`src/rtl/led_chaser_pwm.sv`:
```
`default_nettype none
// ============================================================================
// Module   : led_chaser_pwm
// Purpose  : Two-group LED chaser with per-LED PWM brightness and optional
//            fading trail (enable with macro LED_CHASER_TRAIL_EN).
// Revision : 1.0  initial release
// ============================================================================
module led_chaser_pwm #(
  parameter int NUM_LEDS = 11,
  parameter int SPLIT    = 6,
  parameter int DIV      = 2000000,
  parameter int PWM_BITS = 8
) (
  input  logic                clk,
  input  logic                rst,
  input  logic                enable,
  input  logic [1:0]          mode,
  input  logic [PWM_BITS-1:0] brightness,
  output logic [NUM_LEDS-1:0] ledc
);

  localparam int PW = $clog2(NUM_LEDS) + 1;
  localparam int DW = (DIV > 2) ? $clog2(DIV) : 1;

  localparam logic [1:0] c_mode_fwd  = 2'b00;
  localparam logic [1:0] c_mode_rev  = 2'b01;
  localparam logic [1:0] c_mode_bnc  = 2'b10;
  localparam logic [1:0] c_mode_hold = 2'b11;

  localparam logic [PW-1:0] c_one     = PW'(1);
  localparam logic [PW-1:0] c_a_first = '0;
  localparam logic [PW-1:0] c_a_last  = PW'(SPLIT - 1);
  localparam logic [PW-1:0] c_b_first = PW'(SPLIT);
  localparam logic [PW-1:0] c_b_last  = PW'(NUM_LEDS - 1);
  localparam logic [DW-1:0] c_div_max = DW'(DIV - 1);

  logic [DW-1:0]                     div_q, div_d;
  logic [PWM_BITS-1:0]               pwm_q, pwm_d;
  logic [NUM_LEDS-1:0][PWM_BITS-1:0] bright_q, bright_d;
  logic [PW-1:0]                     pos_a_q, pos_a_d, pos_b_q, pos_b_d;
  logic                              dir_a_q, dir_a_d, dir_b_q, dir_b_d;
  logic [NUM_LEDS-1:0]               ledc_q, ledc_d;
  logic                              w_tick;

  // Returns {next_dir, next_pos}; dir 1 = up. A one-LED group never moves.
  function automatic logic [PW:0] step(input logic [PW-1:0] pos, input logic dir,
                                       input logic [1:0] md,
                                       input logic [PW-1:0] first, input logic [PW-1:0] last);
    logic [PW-1:0] np;
    logic          nd;
    np = pos;
    nd = dir;
    if (first != last) begin
      case (md)
        c_mode_fwd: begin
          nd = 1'b1;
          np = (pos == last) ? first : pos + c_one;
        end
        c_mode_rev: begin
          nd = 1'b0;
          np = (pos == first) ? last : pos - c_one;
        end
        c_mode_bnc: begin
          if (dir) begin
            if (pos == last) begin
              nd = 1'b0;
              np = pos - c_one;
            end else begin
              np = pos + c_one;
            end
          end else begin
            if (pos == first) begin
              nd = 1'b1;
              np = pos + c_one;
            end else begin
              np = pos - c_one;
            end
          end
        end
        default: ;
      endcase
    end
    return {nd, np};
  endfunction

  function automatic logic [PWM_BITS-1:0] trail(input logic [PWM_BITS-1:0] b);
`ifdef LED_CHASER_TRAIL_EN
    return b >> 1;
`else
    return '0;
`endif
  endfunction

  assign w_tick = enable && (div_q == c_div_max);

  always_comb begin
    div_d = div_q;
    if (enable) begin
      div_d = (div_q == c_div_max) ? '0 : div_q + DW'(1);
    end
    pwm_d = pwm_q + PWM_BITS'(1);
  end

  always_comb begin
    bright_d = bright_q;
    pos_a_d  = pos_a_q;
    pos_b_d  = pos_b_q;
    dir_a_d  = dir_a_q;
    dir_b_d  = dir_b_q;
    if (w_tick && (mode != c_mode_hold)) begin
      for (int i = 0; i < NUM_LEDS; i++) begin
        if (i < SPLIT) begin
          bright_d[i] = (PW'(i) == pos_a_q) ? brightness : trail(bright_q[i]);
        end else begin
          bright_d[i] = (PW'(i) == pos_b_q) ? brightness : trail(bright_q[i]);
        end
      end
      {dir_a_d, pos_a_d} = step(pos_a_q, dir_a_q, mode, c_a_first, c_a_last);
      {dir_b_d, pos_b_d} = step(pos_b_q, dir_b_q, mode, c_b_first, c_b_last);
    end
  end

  for (genvar gi = 0; gi < NUM_LEDS; gi++) begin : g_ledc
    assign ledc_d[gi] = (bright_q[gi] > pwm_q);
  end

  always_ff @(posedge clk) begin
    if (rst) begin
      div_q    <= '0;
      pwm_q    <= '0;
      bright_q <= '0;
      pos_a_q  <= c_a_first;
      pos_b_q  <= c_b_first;
      dir_a_q  <= 1'b1;
      dir_b_q  <= 1'b1;
      ledc_q   <= '0;
    end else begin
      div_q    <= div_d;
      pwm_q    <= pwm_d;
      bright_q <= bright_d;
      pos_a_q  <= pos_a_d;
      pos_b_q  <= pos_b_d;
      dir_a_q  <= dir_a_d;
      dir_b_q  <= dir_b_d;
      ledc_q   <= ledc_d;
    end
  end

  assign ledc = ledc_q;

endmodule
`default_nettype wire

```
`config.mk`:
```
export PLATFORM = sky130hd
export DESIGN_NAME = led_chaser_pwm
export DESIGN_NICKNAME = d
export VERILOG_FILES = /design/src/rtl/led_chaser_pwm.sv
export SDC_FILE = /design/constraint.sdc
export NUM_CORES = 1
export LEC_CHECK = 0
export ABC_AREA = 1
export CAP_MARGIN = 0
export CORE_MARGIN = 8
export CORE_UTILIZATION = 60
export DETAILED_ROUTE_END_ITERATION = 6
export PLACE_DENSITY_LB_ADDON = 0.25
export SYNTH_ARGS = -nofsm -noshare
export SYNTH_HDL_FRONTEND = slang
export SYNTH_SLANG_ARGS = --single-unit
```
`constraint.sdc`:
```
create_clock -name clk -period 2.2 [get_ports clk]
set_clock_uncertainty 0.05 [all_clocks]
set_input_delay 0.44 -clock clk [delete_from_list [all_inputs] [get_ports clk]]
set_output_delay 0.44 -clock clk [all_outputs]
set_load 0.05 [all_outputs]
```
==> reports/results.ini, run 1 <==
[outcome]
status = finished, final reports clean

[yosys]
muxShareOfSynthArea = 0.00122
synth_top_family_by_area = simple AND/OR/NAND/NOR gates
synth_area_leader_cell = dfxtp_1
synthTopCellsByArea = dfxtp_1 34%, ha_1 16%, nor2_1 15%, o21ai_0 7.6%, nand2_1 6.3%
synth_seq_area_share = 0.342
ys.flop_type = dfxtp_1
syn_area_um2 = 8200
synthAdderAreaFrac = 0.157
async_flop_share = 0
yosys.area_share.xor_xnor = 0.00748
synthTopCellsByCount = 330 x nor2_1, 140 x dfxtp_1, 138 x nand2_1
yosys_warnings = 0
postSynthAreaPerCell_um2 = 6.95
synthSimpleGateAreaFrac = 0.271
synthesis.nets = 1296
synth_cells = 1180
yosys_register_bits = 140
synth-compound-area-share = 0.145
netlist.area_leader.share = 0.342
synth_edf_count = 0
yosys.cell_types.count = 39
post-synth-top-count-cell = nor2_1

[placed_design]
place_congestion = 0.866
port_buffers = 23
dp_cells = 1364
dp_hpwl_um = 12800
place_area_um2 = 8750

[min_path]
hold_class = register to register
worstHoldPathCells = 2

[worst_setup_path]
critPathArrivalTime_ns = 1.55
rr_worst_depth = 12
cp_max_fo = 1
crit_chain = clkdlybuf4s50_1
end_kind = output port
cp_slowest_cell = clkdlybuf4s50_1
start_kind = register
cp.depth = 1
max_stage_delay_ns = 0.80
critical_path_class = register to output port
cp_top_family = buffers and inverters
required_ns = 1.71
worst-path-buf-inv = 1

[route]
num_vias = 7556
wl_per_cell_um = 14.4
drt_iter0_drc = 637
drc = 0
first_pass_iters = 5
routed_wl_um = 20100
viasPerCell = 5.41
postRouteAntennaNets = 0

[clock_network]
clockBufferDepth = 2
cts_setup_buffers = 0
numClockSinks = 140
htree_levels = 4
clk_latency_ns = 0.43
clockRootBuffer = clkbuf_16
cts_hold_buf = 0
cts_buffers = 17
clk_pin_slew_ns = 0.06
cts_resized = 0
cts_tree = yes

[power]
ir_drop_mv = 0.584
p_leak_nw = 4.18
cellPowerDensity_nw_per_um2 = 652

[sta]
finalCritPeriodShare = 0.928
slew_headroom = 0.553
rsz0062_at_grt = false
setup_violations = 0
hold_viol_final = 0
finalCriticalPeriod_ns = 2.04
tns_ns = 0
drv_slew = 0
max_freq_ghz = 0.490
tightest_slew_ns = 0.670

[floorplan]
fp.dieW_um = 133
io_pins = 24
die_h_um = 133
start_util = 0.616
rows = 42
die_area_um2 = 17700
core_um2 = 13300

[final_layout]
design_area_um2 = 9370
utilization = 0.705
areaGrowthSynthToFinish_pct = 14.4
layout.cells.non_filler = 1396
layout.nets = 1323
diodes = 0
nFillCells = 1114
drive_gt1_frac = 0.0672

[global_routing]
track_usage = 0.228
grt_max_degree = 86
grt_pass1_wl_um = 32900
grt_pass1_vias = 6848
antenna_found_initial = 0
overflow = 0

[flow_run]
drv_cap = 0

==> report_power, final <==
group	total, mW	switching, mW	leakage, nW	internal [mW]
sequential	2.58	0.0138	1.13	2.56
combinational	0.536	0.341	2.76	0.195
clock	3.00	1.11	0.297	1.89
==> layout make-up <==
| cell class | count | area [um^2] | area share |
|---|---|---|---|
| clock buffer | 21 | 480 | 0.0513 |
| clock inverter | 11 | 140 | 0.0149 |
| inverter | 101 | 379 | 0.0404 |
| multi-input combinational | 889 | 4780 | 0.510 |
| sequential | 140 | 2800 | 0.299 |
| tap | 176 | 220 | 0.0235 |
| timing repair buffer | 58 | 568 | 0.0606 |
==> cells by family (layout without fill, tap and decap cells) <==
family | count (synthesis) | after routing
simple gates | 550 | 550
compound gates | 228 | 228
buf+inv | 151 | 191
flops | 140 | 140
fa+ha+maj | 103 | 103
xor+xnor | 7 | 7
mux | 1 | 1
==> tightest hold or removal path, cell delays in order (launching register included) <==
cell and delay (ns):
dfxtp_1 0.29, inv_1 0.06, a21oi_1 0.06
==> path summary, 6_finish.rpt <==
kind                              from                   endpoint  slack [ns]
min          bright_q[24]$_SDFFE_PP0P_  bright_q[24]$_SDFFE_PP0P_        0.41
max                 ledc[8]$_SDFF_PP0_                    ledc[8]        0.16
min reg2reg  bright_q[24]$_SDFFE_PP0P_  bright_q[24]$_SDFFE_PP0P_        0.41
max reg2reg    pos_b_q[0]$_SDFFE_PP0P_    pos_b_q[2]$_SDFFE_PP1P_        0.27
==> flip-flops by register name, summed over array words and instances, names as in the netlist <==
name,cells
bright_q,88
pwm_q,8
ledc,11
dir_b_q,1
pos_a_q,5
pos_b_q,5
dir_a_q,1
div_q,21
==> layer usage <==
metal  part of all wire  vias up  GRT usage
li1                   -     3916          -
met1               0.45     3416      0.282
met2               0.47      190      0.382
met3              0.060       34     0.0428
met4              0.022        0     0.0871
met5                  0        -          0
==> cells in the final DEF, fill, tap and decap left out, types with 3 or more instances in the layout <==
master | synthesis | layout
ha_1 | 103 | 103
o21ai_0 | 124 | 124
buf_12 | 0 | 6
clkdlybuf4s50_1 | 0 | 23
clkinv_2 | 0 | 4
nand2_1 | 138 | 138
a21oi_1 | 84 | 84
a211oi_1 | 5 | 5
o41ai_1 | 3 | 3
clkbuf_16 | 0 | 17
nand3_1 | 39 | 39
inv_1 | 97 | 97
nor2_1 | 330 | 330
dfxtp_1 | 140 | 140
clkbuf_8 | 0 | 4
xor2_1 | 4 | 4
buf_4 | 1 | 29
nor3_1 | 16 | 16
clkinvlp_4 | 0 | 4
o21a_1 | 3 | 3
nor2_2 | 6 | 6
bufinv_16 | 0 | 3
inv_2 | 3 | 4
xnor2_1 | 3 | 3
nand4_1 | 11 | 11
==> metrics by stage <==
stage          total power, mW  hold WS [ns]  worst slack (ns)
6_report                  6.11         0.408             0.158
3_3_place_gp              3.15         0.392            0.0878
4_1_cts                   6.15         0.407             0.126
3_5_place_dp              3.16         0.398            0.0167
2_1_floorplan             2.97         0.383             0.557
5_1_grt                   6.32         0.434            0.0738
Note: power is estimated with default switching activity, not from simulation.
==> run 2: changes to the inputs <==
--- a/config.mk
+++ b/config.mk
@@ -6,11 +6,12 @@
 export NUM_CORES = 1
 export LEC_CHECK = 0
 export ABC_AREA = 1
-export CAP_MARGIN = 0
+export CAP_MARGIN = 5
 export CORE_MARGIN = 8
 export CORE_UTILIZATION = 60
 export DETAILED_ROUTE_END_ITERATION = 6
 export PLACE_DENSITY_LB_ADDON = 0.25
+export RECOVER_POWER = 50
 export SYNTH_ARGS = -nofsm -noshare
 export SYNTH_HDL_FRONTEND = slang
 export SYNTH_SLANG_ARGS = --single-unit
==> run 2 against run 1 <==
- clock-buffer cell count stayed put
- register-to-register slack worse by 0.06 ns
- worst setup slack hardly changed
- sequential share of layout area is 0.17 points higher
- via count is 0.34% lower
- sequential power hardly changed
- global-route usage stayed put
- clock power hardly changed
- combinational power is 0.7% lower
- design area is 0.56% lower
- power hardly changed
- critical path depth is 7 higher
- critical endpoint is now bright_q[61]$_SDFFE_PP0P_
- highest routed layer unchanged
==> reports/results.ini, run 2 (same netlist as run 1, synthesis figures left out) <==
[floorplan]
core_um2 = 13300  ; unchanged
die_area_um2 = 17700  ; unchanged
die_h_um = 133  ; unchanged
start_util = 0.616  ; unchanged
fp.dieW_um = 133  ; unchanged
io_pins = 24  ; unchanged
rows = 42  ; unchanged

[worst_setup_path]
rrSetupSlack_ns = 0.21  ; was 0.27 ns
required_ns = 2.46  ; was 1.71 ns
crit_start = enable  ; was ledc[8]$_SDFF_PP0_
cp.depth = 8  ; was 1
rr_worst_depth = 9  ; was 12
start_kind = primary input  ; was register
critPathArrivalTime_ns = 2.30  ; was 1.55 ns
critical_path_class = primary input to register  ; was register to output port
end_kind = register  ; was output port
r2r-end = pos_a_q[4]$_SDFFE_PP0P_  ; was pos_b_q[2]$_SDFFE_PP1P_
worst-path-buf-inv = 3  ; was 1
cp_common_cell = nor2_1
r2r_start = div_q[0]$_SDFFE_PP0P_  ; was pos_b_q[0]$_SDFFE_PP0P_
cp_max_fo = 64  ; was 1
cp_top_family = buffers and inverters  ; unchanged
cp_slowest_cell = dlygate4sd3_1  ; was clkdlybuf4s50_1
crit_chain = dlygate4sd3_1, nand3_1, nor2_1, clkbuf_1, nand4_4, buf_4, o21ai_0, nor2_1  ; was clkdlybuf4s50_1
max_stage_delay_ns = 0.60  ; was 0.80 ns

[power]
p_leak_nw = 4.16  ; was 4.18 nW
cellPowerDensity_nw_per_um2 = 656  ; was 652 nW/um^2
p_int_mw = 4.65  ; about the same
power_frac_clock = 0.492  ; was 0.491
switching_share = 0.240  ; was 0.239
ir_drop_mv = 0.585  ; was 0.584 mV
switchingPower_mw = 1.47  ; was 1.46 mW
power_frac_comb = 0.087  ; was 0.088
seqPwrFrac = 0.421  ; about the same

[flow_run]
drv_cap = 0  ; unchanged

[placed_design]
place_area_um2 = 8750  ; unchanged
dp_cells = 1364  ; unchanged
place_congestion = 0.866  ; unchanged
dp_worst_setup_slack_ns = 0.0167  ; unchanged
dp_hpwl_um = 12800  ; unchanged
port_buffers = 23  ; unchanged

[sta]
drv_slew = 0  ; unchanged
slew_headroom = 0.331  ; was 0.553
finalCritPeriodShare = 0.928  ; about the same
tightest_slew_ns = 1.00  ; was 0.670 ns
setup_violations = 0  ; unchanged
max_freq_ghz = 0.490  ; about the same
rsz0062_at_grt = false  ; unchanged
setup_ws_ns = 0.158  ; about the same
tns_ns = 0  ; unchanged
hold_viol_final = 0  ; unchanged
finalCriticalPeriod_ns = 2.04  ; about the same

[clock_network]
clockBufferDepth = 2  ; unchanged
htree_levels = 4  ; unchanged
clk_pin_slew_ns = 0.06  ; about the same
cts_tree = yes  ; unchanged
clk_latency_ns = 0.43  ; about the same
cts_setup_buffers = 0  ; unchanged
cts_resized = 0  ; unchanged
cts_hold_buf = 0  ; unchanged
numClockSinks = 140  ; unchanged
cts_buffers = 17  ; unchanged
clockRootBuffer = clkbuf_16  ; unchanged

[route]
drc = 0  ; unchanged
postRouteAntennaNets = 0  ; unchanged
routed_wl_um = 20100  ; about the same
wl_per_cell_um = 14.4  ; about the same
first_pass_iters = 5  ; unchanged
drt_iter0_drc = 641  ; was 637
viasPerCell = 5.39  ; was 5.41
num_vias = 7530  ; was 7556

[final_layout]
multi_input_area_um2 = 4760  ; was 4780 um^2
diodes = 0  ; unchanged
regMostFlops = bright_q  ; unchanged
regArea_um2 = 2800  ; unchanged
areaGrowthSynthToFinish_pct = 13.7  ; was 14.4%
layout_commonest_cell = nor2_1  ; unchanged
largest_reg_flops = 88  ; unchanged
final_cell_mix = 334 x nor2_1, 140 x dfxtp_1, 139 x nand2_1  ; was 330 x nor2_1, 140 x dfxtp_1, 138 x nand2_1
drive_gt1_frac = 0.0590  ; was 0.0672
design_area_um2 = 9320  ; was 9370 um^2
layout.cells.non_filler = 1396  ; unchanged
layout.nets = 1323  ; unchanged
nFillCells = 1123  ; was 1114

[global_routing]
grt_pass1_vias = 6848  ; unchanged
overflow = 0  ; unchanged
track_usage = 0.228  ; unchanged
grt_max_degree = 86  ; unchanged
antenna_found_initial = 0  ; unchanged
grt_pass1_wl_um = 32900  ; unchanged

[min_path]
min_from = bright_q[24]$_SDFFE_PP0P_  ; unchanged
worstHoldPathCells = 2  ; unchanged
holdPathEnd = bright_q[24]$_SDFFE_PP0P_  ; unchanged
hold_class = register to register  ; unchanged

[outcome]
status = finished, final reports clean  ; unchanged

[run 2: changes by cell type in the layout (fill, tap and decap cells not counted), moves of 2 or more]
cell             before  now
buf_4                29   25
clkbuf_1              0    4
nor2_2                6    3
clkdlybuf4s50_1      23   21
dlygate4sd3_1         0    2
nor2_1              330  334
[run 2: how the worst max path moves through the flow]
stage                                           end  slack [ns]
after global routing      bright_q[48]$_SDFFE_PP0P_        0.04
after floorplan             pos_a_q[3]$_SDFFE_PP0P_        0.56
after detailed placement     div_q[14]$_SDFFE_PP0P_        0.02
after CTS                                   ledc[8]        0.13
final                     bright_q[61]$_SDFFE_PP0P_        0.16
after global placement      pos_b_q[2]$_SDFFE_PP1P_        0.09
[run 2: worst reg2reg max path, stage by stage (launching register included)]
cell	delay, ns
dfxtp_1	0.35
ha_1	0.18
nand2_1	0.06
nor2_1	0.30
nand3_1	0.17
nor2_2	0.33
clkbuf_2	0.26
nand2_1	0.07
nor2_1	0.08
nor2_1	0.04
[run 2: area by class of cell]
| cell class | instances | share of cell area |
|---|---|---|
| clock inverter | 11 | 0.0150 |
| timing repair buffer | 58 | 0.0577 |
| sequential | 140 | 0.301 |
| clock buffer | 21 | 0.0515 |
| multi-input combinational | 889 | 0.511 |
| inverter | 101 | 0.0407 |
| tap | 176 | 0.0236 |
[run 2: power by group through the flow]
stage / clock network [mW] / registers, mW / logic (mW)
final: 3.01 / 2.58 / 0.532
after detailed placement: 0 / 2.63 / 0.529
after global placement: 0 / 2.63 / 0.523
after global routing: 3.15 / 2.58 / 0.586
after CTS: 3.04 / 2.58 / 0.534
after floorplan: 0 / 2.70 / 0.275
[run 2: routing by layer]
layer  share of wire  track usage  vias up
li1                -            -     3918
met1            0.46        0.282     3405
met2            0.47        0.382      178
met3           0.054       0.0428       29
met4           0.020       0.0871        0
met5               0            0        -
[run 2: through the flow]
stage / hold slack [ns] / utilization / total power, mW
2_1_floorplan: 0.383 / - / 2.97
6_report: 0.409 / 0.701 / 6.12
3_5_place_dp: 0.398 / 0.658 / 3.16
5_1_grt: 0.434 / 0.701 / 6.31
4_1_cts: 0.407 / 0.705 / 6.15
3_3_place_gp: 0.392 / 0.658 / 3.15
